[config.mk]
export PLATFORM = sky130hd
export DESIGN_NAME = tap_tempo_detector
export DESIGN_NICKNAME = d
export VERILOG_FILES = /design/src/rtl/tempo_pkg.sv /design/src/rtl/tap_conditioner.sv /design/src/rtl/tap_tempo_detector.sv
export SDC_FILE = /design/constraint.sdc
export NUM_CORES = 1
export LEC_CHECK = 0
export BUFFER_PORTS_ARGS = -buffer_cell sky130_fd_sc_hd__buf_2
export CORE_ASPECT_RATIO = 0.75
export CORE_MARGIN = 3
export CORE_UTILIZATION = 45
export CTS_BUF_LIST = sky130_fd_sc_hd__clkbuf_4 sky130_fd_sc_hd__clkbuf_8 sky130_fd_sc_hd__clkbuf_16
export CTS_CLUSTER_DIAMETER = 100
export DETAILED_ROUTE_END_ITERATION = 6
export HOLD_SLACK_MARGIN = 0.06
export PLACE_DENSITY_LB_ADDON = 0.2
export SYNTH_ARGS = -nofsm -noshare
export SYNTH_HDL_FRONTEND = slang
export SYNTH_SLANG_ARGS = --single-unit
[constraint.sdc]
create_clock -name clk -period 3.3 [get_ports clk]
set_input_delay 0.33 -clock clk [delete_from_list [all_inputs] [get_ports clk]]
set_output_delay 0.33 -clock clk [all_outputs]
set_load 0.005 [all_outputs]
[src/rtl/tempo_pkg.sv]
// Shared tempo definitions: speed-code BPM table, state encoding and the
// threshold helper used by both the beat-rate divider and the tap detector.
package tempo_pkg;

    localparam int SPEED_W    = 3;
    localparam int NUM_SPEEDS = 8;

    localparam int unsigned BPM [NUM_SPEEDS] = '{40, 60, 80, 100, 120, 140, 180, 220};

    typedef enum logic [1:0] {
        ST_IDLE  = 2'd0,
        ST_FIRST = 2'd1,
        ST_LOCK  = 2'd2
    } tap_state_e;

    // Interval (in clk cycles) halfway between the periods of codes k and k+1:
    // cyc*(1/b0 + 1/b1)/2 rewritten as one truncating integer division.
    function automatic logic [63:0] tempo_threshold(input logic [63:0] cyc_per_min,
                                                    input int          k);
        int          k_next;
        logic [63:0] lo;
        logic [63:0] hi;
        k_next = k + 1;
        lo     = 64'(BPM[k[2:0]]);
        hi     = 64'(BPM[k_next[2:0]]);
        return (cyc_per_min * (lo + hi)) / (64'd2 * lo * hi);
    endfunction

endpackage

[src/rtl/tap_conditioner.sv]
// Button conditioner: 2-flop synchroniser, falling-edge detect and a lockout
// window that swallows contact bounce after each accepted press.
module tap_conditioner
    import tempo_pkg::*;
#(
    parameter int DEBOUNCE_CYC = 1_000_000,
    parameter int LOCK_W       = $clog2(DEBOUNCE_CYC + 1)
) (
    input  logic clk,
    input  logic resetn,
    input  logic key_n_i,
    output logic tap_pulse_o
);

    logic [1:0]        sync_q;
    logic              prev_q;
    logic [1:0]        warm_q;
    logic              armed_q;
    logic [LOCK_W-1:0] lock_q;

    // Edges count only once a genuine released level has been seen, so a key
    // held through reset cannot masquerade as a fresh press.
    assign tap_pulse_o = armed_q && prev_q && !sync_q[1] && (lock_q == '0);

    // NOTE: sequential state is always assigned with <=, so every flop samples
    // the pre-edge value of the others regardless of statement order.
    always_ff @(posedge clk) begin
        if (!resetn) begin
            sync_q  <= 2'b11;
            prev_q  <= 1'b1;
            warm_q  <= 2'b00;
            armed_q <= 1'b0;
            lock_q  <= '0;
        end else begin
            sync_q  <= {sync_q[0], key_n_i};
            prev_q  <= sync_q[1];
            warm_q  <= {warm_q[0], 1'b1};
            armed_q <= armed_q | (warm_q[1] & sync_q[1]);
            if (tap_pulse_o) begin
                lock_q <= LOCK_W'(DEBOUNCE_CYC);
            end else if (lock_q != '0) begin
                lock_q <= lock_q - LOCK_W'(1);
            end
        end
    end

endmodule

[src/rtl/tap_tempo_detector.sv]
// Tap-tempo detector: times the gap between conditioned taps, averages the
// last two gaps and quantises the estimate to the 3-bit divider speed code.
module tap_tempo_detector
    import tempo_pkg::*;
#(
    parameter logic [32:0] CYC_PER_MIN  = 33'd3_000_000_000,
    parameter int          CNT_W        = 27,
    parameter int          MIN_CYC      = 10_000_000,
    parameter int          TIMEOUT_CYC  = 100_000_000,
    parameter int          DEBOUNCE_CYC = 1_000_000
) (
    input  logic               clk,
    input  logic               resetn,
    input  logic               key_n,
    output logic [SPEED_W-1:0] speed,
    output logic               speed_valid,
    output logic               locked,
    output logic               timeout
);

    localparam logic [CNT_W-1:0] MIN_V     = CNT_W'(MIN_CYC);
    localparam logic [CNT_W-1:0] TIMEOUT_V = CNT_W'(TIMEOUT_CYC);

    localparam logic [63:0] THR [NUM_SPEEDS-1] = '{
        tempo_threshold(64'(CYC_PER_MIN), 0),
        tempo_threshold(64'(CYC_PER_MIN), 1),
        tempo_threshold(64'(CYC_PER_MIN), 2),
        tempo_threshold(64'(CYC_PER_MIN), 3),
        tempo_threshold(64'(CYC_PER_MIN), 4),
        tempo_threshold(64'(CYC_PER_MIN), 5),
        tempo_threshold(64'(CYC_PER_MIN), 6)
    };

    // Longer intervals mean slower tempo; ties resolve to the slower code.
    function automatic logic [SPEED_W-1:0] quantise(input logic [CNT_W-1:0] est);
        logic [SPEED_W-1:0] code;
        code = SPEED_W'(NUM_SPEEDS - 1);
        for (int k = NUM_SPEEDS - 2; k >= 0; k--) begin
            if (64'(est) >= THR[k]) code = k[SPEED_W-1:0];
        end
        return code;
    endfunction

    tap_state_e         state_q;
    logic [CNT_W-1:0]   cnt_q;
    logic [CNT_W-1:0]   prev_q;
    logic [SPEED_W-1:0] speed_q;
    logic               speed_valid_q;
    logic               timeout_q;

    logic               tap_pulse;
    logic [CNT_W:0]     sum;
    logic [CNT_W-1:0]   est;

    tap_conditioner #(
        .DEBOUNCE_CYC (DEBOUNCE_CYC)
    ) u_cond (
        .clk         (clk),
        .resetn      (resetn),
        .key_n_i     (key_n),
        .tap_pulse_o (tap_pulse)
    );

    assign sum = {1'b0, prev_q} + {1'b0, cnt_q};
    assign est = (state_q == ST_LOCK) ? sum[CNT_W:1] : cnt_q;

    always_ff @(posedge clk) begin
        if (!resetn) begin
            state_q       <= ST_IDLE;
            cnt_q         <= '0;
            prev_q        <= '0;
            speed_q       <= '0;
            speed_valid_q <= 1'b0;
            timeout_q     <= 1'b0;
        end else begin
            speed_valid_q <= 1'b0;
            timeout_q     <= 1'b0;
            if (cnt_q < TIMEOUT_V) cnt_q <= cnt_q + CNT_W'(1);

            unique case (state_q)
                ST_IDLE: begin
                    if (tap_pulse) begin
                        state_q <= ST_FIRST;
                        cnt_q   <= CNT_W'(1);
                    end
                end
                ST_FIRST, ST_LOCK: begin
                    if (cnt_q == TIMEOUT_V) begin
                        // A coincident tap still opens a new sequence.
                        timeout_q <= 1'b1;
                        if (tap_pulse) begin
                            state_q <= ST_FIRST;
                            cnt_q   <= CNT_W'(1);
                        end else begin
                            state_q <= ST_IDLE;
                        end
                    end else if (tap_pulse && cnt_q >= MIN_V) begin
                        speed_q       <= quantise(est);
                        speed_valid_q <= 1'b1;
                        prev_q        <= cnt_q;
                        cnt_q         <= CNT_W'(1);
                        state_q       <= ST_LOCK;
                    end
                end
                default: state_q <= ST_IDLE;
            endcase
        end
    end

    assign speed       = speed_q;
    assign speed_valid = speed_valid_q;
    assign timeout     = timeout_q;
    assign locked      = (state_q == ST_LOCK);

endmodule

## After elaboration in Yosys (flattened, before gate mapping)

Index checks and enable logic that the tools add are counted.

| cells by class | value |
|---|---|
| bitwise gates (word level) | 5 |
| add/sub/neg operators | 3 |
| mux-type cells | 23 |
| reductions and logical operators | 15 |
| order comparisons | 9 |
| eq/ne operators | 5 |

Operator list:

| kind | count |
|---|---|
| $mux 27 | 5 |
| $ge 27x25->1 const B | 3 |
| $ge 27x26->1 const B | 3 |
| $ge 27x24->1 const B | 2 |
| $pmux 27 s2 | 1 |
| $mux 20 | 2 |
| $add 27x27->28 | 1 |
| $add 27x1->27 const B | 1 |
| $eq 27x27->1 const B | 1 |
| $lt 27x27->1 const B | 1 |
| $logic_not 20->1 | 1 |
| $reduce_bool 20->1 | 1 |
| $sub 20x1->20 const B | 1 |
| $mux 3 | 6 |
| $mux 2 | 3 |
| $mux 1 | 5 |
| $logic_and 1x1->1 | 4 |
| $pmux 2 s2 | 1 |
| $reduce_and 2->1 | 2 |
| $reduce_or 2->1 | 2 |
| $ne 3x3->1 const B | 1 |
| $not 1->1 | 3 |
| $reduce_and 3->1 | 1 |
| $reduce_or 3->1 | 1 |
| other kinds (8) | 8 |

| storage, ports and cells | value |
|---|---|
| output and inout bits | 6 |
| register bits after elaboration | 87 |

## Depth between registers and ports, before layout

Gate-level depths: netlist of run 1.

| logic depth | value |
|---|---|
| depth in word-level cells | 10 |
| mapped depth | 16 |
| gate-level depth less buffers | 13 |

## Modules after synthesis

Synthesis of run 1 repeated with hierarchy kept, for this count alone.

| second synthesis, totals | value |
|---|---|
| cell total of the unflattened synthesis | 844 |
| area, all modules | 6687.7 um^2 |

Modules (own cells, without submodules):

| module | seq. area each (um^2) | cells each | area an instance (um^2) | instances |
|---|---|---|---|---|
| tap_tempo_detector | 1221.2 | 702 | 5434.0 | 1 |
| tap_conditioner | 520.5 | 142 | 1253.7 | 1 |

## Worst setup path after synthesis of run 1

OpenSTA, ideal clock, no wires.

| timing | value |
|---|---|
| path kind | register to register |
| start point | register cnt_q[0] |
| end point | register speed_q[0] (netlist: speed[0]) |
| path buffers | 0 |
| arrival time | 3259 ps |
| slack | -32 ps |
| clock period less this slack | 3332 ps |
| required time | 3227 ps |
| cell stages (with the launch flop) | 14 |
| path through | dfxtp_1 nand2_1 fa_1 nand2b_1 a211oi_1 or3_1 a21oi_1 a221oi_1 o2111ai_1 and3_1 o41a_1 and3_1 nor4b_4 nor3_2 |

| on the way | value |
|---|---|
| cells in the longest elaborated chain, start to end | 10 |

Ends and longest elaborated chain:

| element | line | RTL |
|---|---|---|
| from (decl) | tap_tempo_detector.sv:45 | `logic [CNT_W-1:0] cnt_q;` |
| from (signal assigned) | tap_tempo_detector.sv:78 | `if (cnt_q < TIMEOUT_V) cnt_q <= cnt_q + CNT_W'(1);` |
| $add 27x27->28 | tap_tempo_detector.sv:64 | `assign sum = {1'b0, prev_q} + {1'b0, cnt_q};` |
| $mux 27 | tap_tempo_detector.sv:65 | `assign est = (state_q == ST_LOCK) ? sum[CNT_W:1] : cnt_q;` |
| $ge 27x24->1 | tap_tempo_detector.sv:39 | `if (64'(est) >= THR[k]) code = k[SPEED_W-1:0];` |
| $mux 1 | tap_tempo_detector.sv:39 |  |
| $mux 3 (6 in series) | tap_tempo_detector.sv:39 |  |
| to (signal assigned) | tap_tempo_detector.sv:98 | `speed_q <= quantise(est);` |
| to (decl) | tap_tempo_detector.sv:47 | `logic [SPEED_W-1:0] speed_q;` |

Several ways; a longest one is shown, not always the timed one.
A chain may end at the register's enable or synchronous reset.

## Worst setup path after layout of run 1

| timing | value |
|---|---|
| start point | register prev_q[7] |
| end point | register speed_q[1] (netlist: speed[1]) |

| on the way | value |
|---|---|
| cells in the longest elaborated chain, start to end | 9 |

Ends and longest elaborated chain:

| element | line | RTL |
|---|---|---|
| from (decl) | tap_tempo_detector.sv:46 | `logic [CNT_W-1:0] prev_q;` |
| from (signal assigned) | tap_tempo_detector.sv:100 | `prev_q <= cnt_q;` |
| $add 27x27->28 (*) | tap_tempo_detector.sv:64 |  |
| $mux 27 (*) | tap_tempo_detector.sv:65 |  |
| $ge 27x25->1 | tap_tempo_detector.sv:39 |  |
| $mux 3 (5 in series) | tap_tempo_detector.sv:39 |  |
| $mux 3 (*) | tap_tempo_detector.sv:39 |  |

Every way passes the cells marked *; elsewhere a longest branch is shown, timed or not.

==> results list, run 1 <==
- Cell area after layout: 9340 sq um
- The synthesized design spends more area on one cell type than any other, namely sky130_fd_sc_hd__dfxtp_1.
- The filler cells instantiated in the layout total 1324.
* Vias in the first global route: 7056
- On the critical path the largest part of the delay comes from compound AO/OA/AOI/OAI gates.
* Setup Viol. Count Final: 3
* Met3 track utilization from global routing: 6.37%
* Ordered cell list for the critical path: ha_4, buf_4, nand3_2, o211ai_1, buf_4, nor4_4, buf_4, nor3b_2, nor2_1, a32oi_1, buf_4, a41oi_1, a311oi_2, o211ai_1, a21oi_1
- Width of the die: 150 um
- The die covers 17200 sq um.
- Count of cells along the worst register-to-register path: 15
* Post-route antenna net violation count: 0
* Global-route track usage on met1: 44.7%
- Crit Path Class: flip-flop to flip-flop
- The routed design could run at a clock period as short as 3440 ps.
* Number of max-cap violations: 0
- The critical path contains buffers and inverters numbering 4 combined.
- Result of the run: finished, violations left
- TritonCTS built the clock tree.
- The worst register-to-register path ends at speed[1].
- Leakage: 3.66 nW
* Die height: 114 um
* Total congestion overflow: 0
- Sequential standard cell area: 1750 sq um
- In this run the standard cell core region covers 14900 sq um.
- Clk_skew: 13.2 ps
- Cell occurring most often along the worst timing path: sky130_fd_sc_hd__buf_4
- Counting flops and latches in the post-synthesis netlist gives 87.
* Overall routing resource usage: 28.6%
- In the finished design, the share of the clock period the worst path needs comes to 104%.
- Fraction of registers with async set or reset after synthesis: 0%
- Synth Area per Inst: 7.65 sq um
* Worst slew pin tran: 821 ps
- The worst hold path passes through 2 cells.
* Vias: 7722
- The global routing stage identified its most utilized layer as met1.
- Unrepaired setup endpoints after global routing: true
- Dpl hpwl: 18400 um
* Number of diodes added for antenna fixing: 0
* Sequential area share after synthesis: 24.7%
* Count leader, synth: sky130_fd_sc_hd__nor2_1
- After the last flow step, the layout net total stands at 1107.
- EDFF count, synth: 0
- CP startpoint kind: flip-flop
* Peak per-stage delay on the critical path: 450 ps
* Site Rows: 38
- The number of different library cells used by synthesis comes to 86.
- Total of buffers placed on input and output ports: 8
* Number of nets in the synthesized netlist: 957
- In this run the deepest clock path goes through 2 buffers.
* 1st-pass router iterations: 5
- Counting every sink on the clock net gives 87.
- I/O pins: 9
* Wire length per cell: 19.3 um
- Starting density of the core: 47.3%
- PnR worst setup slack: -136 ps
* Number of pins exceeding their max-slew limit in the final report: 0
* Maximum resistive drop on vdd: 0.499 mV
- Among all flip-flop cells after synthesis, the most frequent one is sky130_fd_sc_hd__dfxtp_1.
- Routed wire length: 24600 um
- Power density over the cells: 334 nW/um^2
* Clock latency on the worst-skew pair: 350 ps
* Routed via count divided by cell count: 6.05
- Area of the mapped netlist: 7040 sq um
- Measured against its own limit, the worst slew margin works out to 44.7%.
- The first routing iteration left 896 violations.
* DP Area: 8400 sq um
* Global-route wire length before repair: 38800 um
- Fraction of final layout cells sized beyond drive strength 1: 28.8%
- Category of the worst setup path capture point: flip-flop
- Entering global routing, the biggest net connects 43 pins.
* Upper clock frequency limit: 291 MHz
* Cts bufs inserted: 9
* Top area cells in the synthesized netlist: sky130_fd_sc_hd__dfxtp_1 (25%), sky130_fd_sc_hd__nor2_1 (6.0%), sky130_fd_sc_hd__ha_1 (5.7%)
- The synthesized design devotes to its leading area cell type 24.7% of total area.
- CTS root buf: sky130_fd_sc_hd__clkbuf_16
* Global-route track usage on met2: 39.8%
- The min-delay analysis places its worst path in the category input pin to flip-flop.
- H-tree depth: 3
* Number of endpoints with negative hold slack in the final report: 0
- Setup slack on the worst flop-to-flop path: -140 ps
- Of all nets on the critical path, the largest fanout is 6.
* Clock-pin slew on the worst setup and hold paths: 70 ps
* Post-synth top cells: sky130_fd_sc_hd__nor2_1 (113), sky130_fd_sc_hd__nand2_1 (91), sky130_fd_sc_hd__dfxtp_1 (87), sky130_fd_sc_hd__a21oi_1 (51)
* Startpoint of the lowest-slack hold path: key_n
* Arrival @ worst endpoint: 3710 ps
- Detailed-route DRC error count: 0
- Worst Hold Endpoint: u_cond.sync_q[0]
- Number of antenna violations at the first check in global routing: 0
* Cell type of the slowest stage on the worst timing path: sky130_fd_sc_hd__o211ai_1
* Synthesized instance count: 921
* Area growth from synthesis to layout: 32.5%
* Failing checks: negative setup slack
* Number of warnings issued by yosys: 0
- Timing analysis after detailed placement gives a worst setup slack of -301 ps.
* Required time of the critical path: 3570 ps
* Reg-to-Reg Start: prev_q[7]
- At the end of routability-driven placement, the weighted congestion stood at 1.00.
- Area taken by multi-input logic gates: 5480 sq um
## timing repair
item	4_1_cts	5_1_grt
pin swaps	19	28
endpoints found under the hold margin	0	0
buffers inserted	6	9
hold buffers	0	0
resized for setup	48	58
endpoints found under the setup margin	5	8
## state kept, by name, summed over array words and instances (netlist names)
signal / flops
speed: 3
u_cond.prev_q: 1
u_cond.lock_q: 20
cnt_q: 27
u_cond.sync_q: 2
u_cond.armed_q: 1
state_q: 2
prev_q: 27
u_cond.warm_q: 2
timeout: 1
speed_valid: 1
## how the worst max path moves through the flow
stage	start	endpoint	slack, ps	depth (start not counted)
after floorplan	cnt_q[4]	speed[0]	60	14
after global placement	cnt_q[1]	speed[0]	-350	15
after detailed placement	cnt_q[1]	speed[0]	-300	15
after CTS	prev_q[2]	speed[1]	-110	14
after global routing	cnt_q[9]	speed[0]	-260	12
final	prev_q[7]	speed[1]	-140	15
## where the power goes
group	leakage, nW	internal, W	switching, W	total (W)
clock network	0.155	0.000605	0.000483	0.00109
registers	0.708	0.00116	0.0000966	0.00126
logic	2.80	0.000330	0.000438	0.000768
total	3.66	0.00210	0.00102	0.00311
## area by class of cell
cell class | count | share of cell area [%]
clock buffer | 9 | 2.41
clock inverter | 7 | 0.952
inverter | 23 | 0.925
multi-input combinational | 760 | 58.7
sequential | 87 | 18.7
tap | 200 | 2.68
timing repair buffer | 190 | 15.6
## kinds of logic (layout without fill, tap and decap cells)
family                   Yosys count  in the layout  share of synthesized area, %
AND/OR/NAND/NOR                  413            413                          30.4
AO/OA/AOI/OAI                    241            241                          24.7
flip-flops                        87             87                          24.7
buffers and inverters             74            229                          4.41
XOR/XNOR                          39             39                          4.85
multiplexers                      34             34                          4.87
adder cells (fa/ha/maj)           33             33                          5.97
## placed cells by master (no fill, tap or decap), types with 10 or more instances in the layout
| master | count |
|---|---|
| sky130_fd_sc_hd__o211ai_1 | 12 |
| sky130_fd_sc_hd__inv_1 | 23 |
| sky130_fd_sc_hd__xnor2_1 | 20 |
| sky130_fd_sc_hd__dfxtp_1 | 82 |
| sky130_fd_sc_hd__buf_4 | 176 |
| sky130_fd_sc_hd__a21oi_1 | 44 |
| sky130_fd_sc_hd__nor2_1 | 109 |
| sky130_fd_sc_hd__and3_1 | 11 |
| sky130_fd_sc_hd__mux2i_1 | 30 |
| sky130_fd_sc_hd__ha_1 | 19 |
| sky130_fd_sc_hd__nor3_1 | 21 |
| sky130_fd_sc_hd__nand4_1 | 17 |
| sky130_fd_sc_hd__nand3_1 | 28 |
| sky130_fd_sc_hd__nor4_1 | 10 |
| sky130_fd_sc_hd__nor2b_1 | 18 |
| sky130_fd_sc_hd__o21ai_0 | 27 |
| sky130_fd_sc_hd__a211oi_1 | 14 |
| sky130_fd_sc_hd__xor2_1 | 19 |
| sky130_fd_sc_hd__nand2_1 | 88 |
| sky130_fd_sc_hd__nand2b_1 | 15 |
| sky130_fd_sc_hd__and2_1 | 16 |
## stage by stage
| step | setup TNS, ps | cells | hold WS (ps) | total power (W) | utilization, % |
|---|---|---|---|---|---|
| floorplan | 0 | 921 | 358 | 0.00186 | - |
| global placement | -976 | 1245 | 387 | 0.00201 | 56.4 |
| detailed placement | -838 | 1245 | 393 | 0.00203 | 56.4 |
| CTS | -252 | 1267 | 167 | 0.00313 | 60.7 |
| global route | -651 | 1276 | 176 | 0.00330 | 62.7 |
| finish | -304 | 1276 | 178 | 0.00311 | 62.7 |
## routing by layer
layer	share of wire, %	wire length, um	vias up
met1	48	11900	3616
met4	1.6	398	0
met2	40	9880	342
met5	0	0	-
met3	9.8	2420	30
li1	-	-	3734
Note: power is estimated with default switching activity, not from simulation.
==> run 2: changes to the inputs <==
--- a/config.mk
+++ b/config.mk
@@ -14,6 +14,8 @@
 export DETAILED_ROUTE_END_ITERATION = 6
 export HOLD_SLACK_MARGIN = 0.06
 export PLACE_DENSITY_LB_ADDON = 0.2
+export SETUP_SLACK_MARGIN = 0.15
 export SYNTH_ARGS = -nofsm -noshare
 export SYNTH_HDL_FRONTEND = slang
+export SYNTH_HIERARCHICAL = 1
 export SYNTH_SLANG_ARGS = --single-unit
==> run 2 against run 1 <==
Compared with the run above:
- the flow still finishes with violations (negative setup slack)
- count of clock-buffer cells in the layout up 1
- sequential cell count unchanged
- non-clock buffer count down 12
- clock power up 4%
- design area down 3.5%
- global-route usage down 3.7 points
==> results list, run 2 <==
* Worst slew pin tran: 910 ps (+88.7 ps)
* Post-route met1 wirelength: 10100 um (-15%)
- Fraction of registers with async set or reset after synthesis: 0% (unchanged)
- In this run the most critical hold path is launched from key_n.
- The mean number of vias per cell was 6.08 (+0.40%).
* Width of the die: 147 um (-2.5%)
- The number of enable flip-flop cells after synthesis was 0 (unchanged).
- The timing-limited maximum frequency is 284 MHz (-2.3%).
- sky130_fd_sc_hd__dfxtp_1 takes more of the synthesized area than any other cell.
- TritonCTS built the clock tree.
* DP Area: 7940 sq um (-5.5%)
- The post-synthesis register bit count was 87 (unchanged).
- Ordered cell list for the critical path: nand2_4, fa_2, and2b_2, o21ai_4, a31o_4, o21ba_4, xnor2_4, o31a_1, or4b_4, a31oi_4, o31ai_4, a311o_1, o31a_1
- The tightest slew margin relative to the limit was 38.8% (-6.0 points).
- The setup TNS is -366 ps (-61.8 ps).
- Crit path buf inv count: 0 (-4)
* Post-synth top cells: sky130_fd_sc_hd__dfxtp_1 (87), sky130_fd_sc_hd__nor2_1 (72), sky130_fd_sc_hd__nand2_1 (66), sky130_fd_sc_hd__a21oi_1 (52), sky130_fd_sc_hd__nor2b_1 (42)
- Vias in the first global route: 6715 (-4.8%)
- The clock latency on the worst-skew pair was 360 ps (about the same).
* Count of placed standard cells in the final layout, fillers left out: 1183 (-7.3%)
- Site Rows: 37 (-2.6%)
- Number of warnings issued by yosys: 6 (+6)
- Reg-to-Reg Start: cnt_q[0]
- In the synthesized netlist the dominant register cell turns out to be sky130_fd_sc_hd__dfxtp_1.
* Min cycle time layout: 3520 ps (+82.3 ps)
- The number of pins with negative max-slew slack in the final report was 0 (unchanged).
- The final clock skew was 7.83 ps (-5.38 ps).
- Number of fill cells in the layout: 1176 (-11%)
* Pin count of the biggest net entering global routing: 49 (+14%)
- Category of the worst setup path capture point: flip-flop
* Top area cells in the synthesized netlist: sky130_fd_sc_hd__dfxtp_1 (26%), sky130_fd_sc_hd__ha_1 (6.0%), sky130_fd_sc_hd__mux2i_1 (4.9%)
- The number of routed nets with antenna violations came to 0 (unchanged).
- Nets: 1019 (-7.9%)
* WHS Path Cells: 2 (unchanged)
- Required time of the critical path: 3550 ps (-20 ps)
* Area of the mapped netlist: 6690 sq um (-5.0%)
* Failing checks: negative setup slack
* Area growth from synthesis to layout: 34.7%
* Die height: 112 um (-2.4%)
- Setup Viol. Count Final: 3 (unchanged)
- The cts-stage hold buffer count was 0 (unchanged).
* Wire length per cell: 18.2 um (-5.7%)
- Leakage: 3.73 nW (+1.9%)
- The cell count after synthesis came to 844 (-8.4%).
* Area of the placeable core: 14100 sq um (-5.1%)
* Distinct cells, synth: 95 (+10%)
- The sum of internal, switching and leakage power came to 0.00379 W (+22%).
- PnR worst setup slack: -218 ps (-82.3 ps)
* Kind of cell with the highest combined delay on the critical path: compound AO/OA/AOI/OAI gates
* Number of max-cap violations: 0 (unchanged)
- The most numerous cell type found on the critical path is sky130_fd_sc_hd__o31a_1.
- The wire length of the first global-routing pass is 33900 um (-13%).
* Total of buffers placed on input and output ports: 8 (unchanged)
- Period utilisation layout: 107% (+2.5 points)
- The area share of the largest cell type after synthesis is 26.0% (+1.3 points).
- Count leader, synth: sky130_fd_sc_hd__dfxtp_1
- Registers with the highest flip-flop counts: cnt_q x27, prev_q x27, u_cond/lock_q x20
* Final-layout worst hold slack: 158 ps (-20.0 ps)
* CP startpoint kind: flip-flop
* Number of buffers on the longest clock path: 2 (unchanged)
* Maximum net fanout on the critical path: 4 (-2)
- The area of the die came to 16400 sq um (-4.8%).
* CTS root buf: sky130_fd_sc_hd__clkbuf_16
- 1st-pass router iterations: 5 (unchanged)
- The fraction of layout cells with a size suffix above 1 is 31.3% (+2.5 points).
- Overall routing resource usage: 24.9% (-3.7 points)
- In this run the critical register-to-register path is captured at speed[0].
- Worst Hold Endpoint: u_cond/sync_q[0]
- The synthesized net count was 880 (-8.0%).
- The number of cells traversed by the worst register-to-register path is 13 (-2).
- The post-detailed-placement half-perimeter wirelength came to 15600 um (-15%).
- The number of remaining DRC errors is 0 (unchanged).
* Cts bufs inserted: 9 (unchanged)
- Number of instances in the placed design: 1150 (-7.6%)
- Synth Area per Inst: 7.92 sq um (+3.6%)
- Uppermost signal routing layer after detailed routing: met4
- CTS sink cnt: 87 (unchanged)
* Cell area after layout: 9010 sq um (-3.5%)
- The number of H-tree levels is 3 (unchanged).
- The clock-pin slew on the worst setup and hold paths was 70 ps (about the same).
* Met2 wirelength from detailed routing: 9420 um (-4.7%)
- Number of endpoints with negative hold slack in the final report: 0 (unchanged)
- The post-detailed-routing wire length was 21500 um (-13%).
* Final weighted congestion in routability-driven placement: 1.03 (+3.0%)
- The slowest stage of the critical path belongs to the cell sky130_fd_sc_hd__or4b_4.
- The number of violations reported at the end of detailed-routing iteration 0 was 776 (-13%).
* Peak per-stage delay on the critical path: 510 ps (+60 ps)
- Number of antenna violations at the first check in global routing: 0 (unchanged)
* Crit Path Class: flip-flop to flip-flop
- Commonest cells after routing, fill and taps aside: sky130_fd_sc_hd__buf_4 (165), sky130_fd_sc_hd__dfxtp_1 (79), sky130_fd_sc_hd__nor2_1 (71), sky130_fd_sc_hd__nand2_1 (63), sky130_fd_sc_hd__nor2b_1 (42)
- The effective utilization at floorplan came to 47.4% (about the same).
- The worst supply voltage drop on vdd is 0.371 mV (-26%).
- Worst hold-check path type: input pin to flip-flop
- Sequential area share after synthesis: 26.0% (+1.3 points)
* Number of diodes added for antenna fixing: 0 (unchanged)
- Power density over the cells: 421 nW/um^2 (+26%)
- The library cell used most frequently in the layout, excluding fill and tap cells, is sky130_fd_sc_hd__buf_4.
- The critical path arrival was 3770 ps (+60 ps).
- The flow ran to the end, but the final reports show violations.
- The detailed-route via count came to 7188 (-6.9%).
* Setup slack on the worst flop-to-flop path: -220 ps (-80 ps)
* Total congestion overflow: 0 (unchanged)
- I/O pins: 9 (unchanged)
- The routed wire length on met3 came to 1630 um (-33%).
- Setup repair after global routing could not meet its margin everywhere.
run 2: cell count changes after synthesis, moves of 7 or more:
cell	previous run	this run
sky130_fd_sc_hd__a211oi_1	20	12
sky130_fd_sc_hd__buf_2	14	7
sky130_fd_sc_hd__nand2_1	91	66
sky130_fd_sc_hd__nand4_1	17	25
sky130_fd_sc_hd__nor2_1	113	72
sky130_fd_sc_hd__nor2b_1	20	42
sky130_fd_sc_hd__o31ai_1	6	14
sky130_fd_sc_hd__xnor2_1	20	12
run 2: what timing repair did:
item	4_1_cts	5_1_grt
resized for setup	33	72
pin swaps	11	29
setup buffers	8	9
cloned	0	0
setup endpoints to repair	7	24
run 2: per-stage QoR:
stage                     setup slack (ps)  util, %
after floorplan                       38.2        -
after global placement                -297     56.3
after detailed placement              -406     56.3
after CTS                             -160     60.4
after global routing                  -398     63.8
final                                 -218     63.8
run 2: logic make-up (layout without fill, tap and decap cells):
family | Yosys count | in the layout | share of synthesized area, %
AND/OR/NAND/NOR | 345 | 345 | 27.7
buffers and inverters | 72 | 216 | 4.64
XOR/XNOR | 36 | 36 | 4.71
adder cells (fa/ha/maj) | 33 | 33 | 6.29
AO/OA/AOI/OAI | 235 | 235 | 25.2
flip-flops | 87 | 87 | 26.0
multiplexers | 36 | 36 | 5.44
run 2: area by class of cell:
type	count	area (sq um)	area share, %
multi-input combinational	685	5260	58.4
sequential	87	1760	19.5
inverter	22	82.6	0.917
tap	195	244	2.71
clock buffer	10	250	2.78
clock inverter	6	80.1	0.889
timing repair buffer	178	1340	14.8
run 2: per-layer routing:
metal | vias up | track usage, %
li1 | 3422 | -
met1 | 3395 | 36.0
met2 | 332 | 37.3
met3 | 39 | 5.82
met4 | 0 | 6.64
met5 | - | 0
run 2: worst max-delay path by stage:
stage          startpoint       end  cells after the start
5_1_grt         cnt_q[15]  speed[0]                     15
4_1_cts          cnt_q[1]  speed[0]                     13
2_1_floorplan    cnt_q[1]  speed[0]                     13
6_report         cnt_q[0]  speed[0]                     13
3_5_place_dp     cnt_q[2]  speed[0]                     14
3_3_place_gp     cnt_q[2]  speed[0]                     14
run 2: power breakdown:
group          switching [W]  leakage [nW]  internal [W]
Clock               0.000476         0.160      0.000652
Combinational       0.000756          2.86      0.000585
Sequential          0.000154         0.710       0.00117
==> run 3: changes to the inputs <==
--- a/config.mk
+++ b/config.mk
@@ -14,6 +14,7 @@
 export DETAILED_ROUTE_END_ITERATION = 6
 export HOLD_SLACK_MARGIN = 0.06
 export PLACE_DENSITY_LB_ADDON = 0.2
+export RECOVER_POWER = 100
 export SETUP_SLACK_MARGIN = 0.15
 export SYNTH_ARGS = -nofsm -noshare
 export SYNTH_HDL_FRONTEND = slang
==> run 3 against run 2 <==
Compared with the run above:
- the flow still finishes with violations (negative setup slack)
- first-iteration DRC count grew 1.9%
- sequential power hardly changed
- cell count is the same
- maximum frequency down 0.16%
- worst hold slack better by 0.82 ps
- wire length about the same
- register-to-register slack about the same
- critical endpoint unchanged
- core utilization decreased by 0.41 points
- clock skew about the same
==> results list, run 3 (same netlist as run 2, synthesis figures left out) <==
- Result of the run: finished, violations left
* Failing checks: negative setup slack
* Clock latency on the worst-skew pair: 360 ps (about the same)
* PnR worst setup slack: -224 ps (-5.54 ps)
- Area growth from synthesis to layout: 33.8%
- CP startpoint kind: flip-flop
- Finished Core Util: 63.4% (-0.41 points)
- Initial detailed-routing violation count: 791 (+1.9%)
- The critical path arrival was 3770 ps (about the same).
- The final global-route overflow total is 0 (unchanged).
- The path class of the tightest hold or removal check is input pin to flip-flop.
- The minimum clock period came to 3520 ps (+5.54 ps).
- The effective utilization at floorplan is 47.4% (unchanged).
* Category of the worst setup path capture point: flip-flop
- Number of max-cap violations: 0 (unchanged)
- The clock-pin slew on the worst setup and hold paths came to 70 ps (about the same).
- The routability congestion estimate was 1.03 (unchanged).
- The tightest slew margin relative to the limit came to 22.6% (-16 points).
- The number of failing hold endpoints at the final stage is 0 (unchanged).
* Power density over the cells: 422 nW/um^2 (+0.28%)
- Hold-fix buffer count after cts: 0 (unchanged)
- The die width is 147 um (unchanged).
- Worst slew pin tran: 1160 ps (+252 ps)
- Floorplan die area: 16400 sq um (unchanged)
- TritonCTS built the clock tree.
- The worst supply voltage drop on vdd is 0.374 mV (+0.80%).
- The number of routed nets with antenna violations was 0 (unchanged).
* Cts bufs inserted: 9 (unchanged)
* Total of buffers placed on input and output ports: 8 (unchanged)
- H-tree depth: 3 (unchanged)
- Die height: 112 um (unchanged)
* Pin count of the biggest net entering global routing: 49 (unchanged)
- The average routed wire per standard cell was 18.2 um (about the same).
- The global router's overall resource usage came to 24.9% (unchanged).
- The number of remaining DRC errors was 0 (unchanged).
* Routed via count divided by cell count: 6.09 (+0.17%)
* Crit Path Class: flip-flop to flip-flop
- Maximum net fanout on the critical path: 5 (+1)
* Period utilisation layout: 107% (+0.17 points)
- The number of pins with negative max-slew slack in the final report is 0 (unchanged).
- Setup repair after global routing could not meet its margin everywhere.
- The area of the core came to 14100 sq um (unchanged).
- Dpl hpwl: 15600 um (unchanged)
- The timing-limited maximum frequency is 284 MHz (-0.16%).
- Fraction of final layout cells sized beyond drive strength 1: 29.9% (-1.4 points)
- CTS sink cnt: 87 (unchanged)
- Vias in the first global route: 6715 (unchanged)
- Site Rows: 37 (unchanged)
* Pre-CTS setup slack: -406 ps (unchanged)
* Leakage: 3.69 nW (-1.1%)
- The count of boundary I/O pins was 9 (unchanged).
- The number of nets in the layout was 1019 (unchanged).
* Number of buffers on the longest clock path: 2 (unchanged)
- The number of instances in the placed design came to 1150 (unchanged).
* Setup Viol. Count Final: 7 (+4)
- The initial antenna violation count is 0 (unchanged).
- CTS root buf: sky130_fd_sc_hd__clkbuf_16
* Commonest cells after routing, fill and taps aside: sky130_fd_sc_hd__buf_4 (159), sky130_fd_sc_hd__dfxtp_1 (79), sky130_fd_sc_hd__nor2_1 (73), sky130_fd_sc_hd__nand2_1 (63), sky130_fd_sc_hd__nor2b_1 (42)
- Number of diodes added for antenna fixing: 0 (unchanged)
* Registers with the highest flip-flop counts: cnt_q x27, prev_q x27, u_cond/lock_q x20
* Vias: 7200 (+0.17%)
- The number of standard cells in the layout, taps in and fillers out is 1183 (unchanged).
* 1st-pass router iterations: 5 (unchanged)
- The final-layout fill cell count was 1191 (+1.3%).
- Commonest non-fill, non-tap cell in the layout: sky130_fd_sc_hd__buf_4
- The sum of internal, switching and leakage power was 0.00378 W (-0.36%).
* Clk_skew: 7.71 ps (-0.111 ps)
* Routed wire length: 21500 um (about the same)
- Required time of the critical path: 3550 ps (about the same)
- Global-route wire length before repair: 33900 um (unchanged)
[run 3: changes by cell type in the layout (fill, tap and decap cells not counted), moves of 2 or more]
cell | previous run | this run
sky130_fd_sc_hd__nor2_1 | 71 | 73
sky130_fd_sc_hd__buf_2 | 8 | 4
sky130_fd_sc_hd__clkbuf_1 | 0 | 9
sky130_fd_sc_hd__buf_4 | 165 | 159
sky130_fd_sc_hd__clkbuf_4 | 0 | 2
[run 3: worst max-delay path, stage by stage (launching register included)]
cell	delay, ps
sky130_fd_sc_hd__dfxtp_1	340
sky130_fd_sc_hd__ha_4	300
sky130_fd_sc_hd__nand4_4	130
sky130_fd_sc_hd__a211oi_4	340
sky130_fd_sc_hd__buf_4	180
sky130_fd_sc_hd__o21ba_2	160
sky130_fd_sc_hd__nor2_1	50
sky130_fd_sc_hd__xnor2_1	160
sky130_fd_sc_hd__o31a_1	340
sky130_fd_sc_hd__or4b_4	510
sky130_fd_sc_hd__a31oi_4	260
sky130_fd_sc_hd__o31ai_4	80
sky130_fd_sc_hd__a311o_1	330
sky130_fd_sc_hd__o31a_1	230
[run 3: final cells by class]
type | instances | area, sq um | share of cell area [%]
clock inverter | 6 | 80.1 | 0.895
inverter | 22 | 82.6 | 0.923
tap | 195 | 244 | 2.73
clock buffer | 10 | 250 | 2.80
timing repair buffer | 178 | 1310 | 14.6
sequential | 87 | 1760 | 19.6
multi-input combinational | 685 | 5230 | 58.4
[run 3: stage by stage]
stage	instance area [sq um]	hold slack, ps	setup TNS [ps]
finish	8950	159	-505
global placement	7940	399	-587
detailed placement	7940	403	-773
CTS	8530	153	-310
floorplan	6720	358	0
global route	8950	179	-2520
[run 3: worst paths after layout]
| path | startpoint | to | slack (ps) | cells after the start |
|---|---|---|---|---|
| setup / recovery | prev_q[2] | speed[0] | -220 | 13 |
| hold / removal | key_n | u_cond/sync_q[0] | 160 | 2 |
| setup reg to reg | prev_q[2] | speed[0] | -220 | 13 |
| hold reg to reg | u_cond/sync_q[0] | u_cond/sync_q[1] | 420 | 1 |
[run 3: where the power goes]
group	leakage [nW]	total, W	switching [W]	internal [W]
clock network	0.160	0.00113	0.000476	0.000652
registers	0.710	0.00133	0.000155	0.00117
logic	2.82	0.00133	0.000747	0.000579
[run 3: layer usage]
layer	vias to the layer above	share of wire (%)	track usage (%)
li1	3426	-	-
met1	3398	47	36.0
met2	338	44	37.3
met3	38	7.4	5.82
met4	0	1.7	6.64
met5	-	0	0
[run 3: what timing repair did]
| action | CTS | global route |
|---|---|---|
| resized for setup | 33 | 72 |
| buffers inserted | 8 | 9 |
| pin swaps | 11 | 29 |
| endpoints found under the setup margin | 7 | 24 |
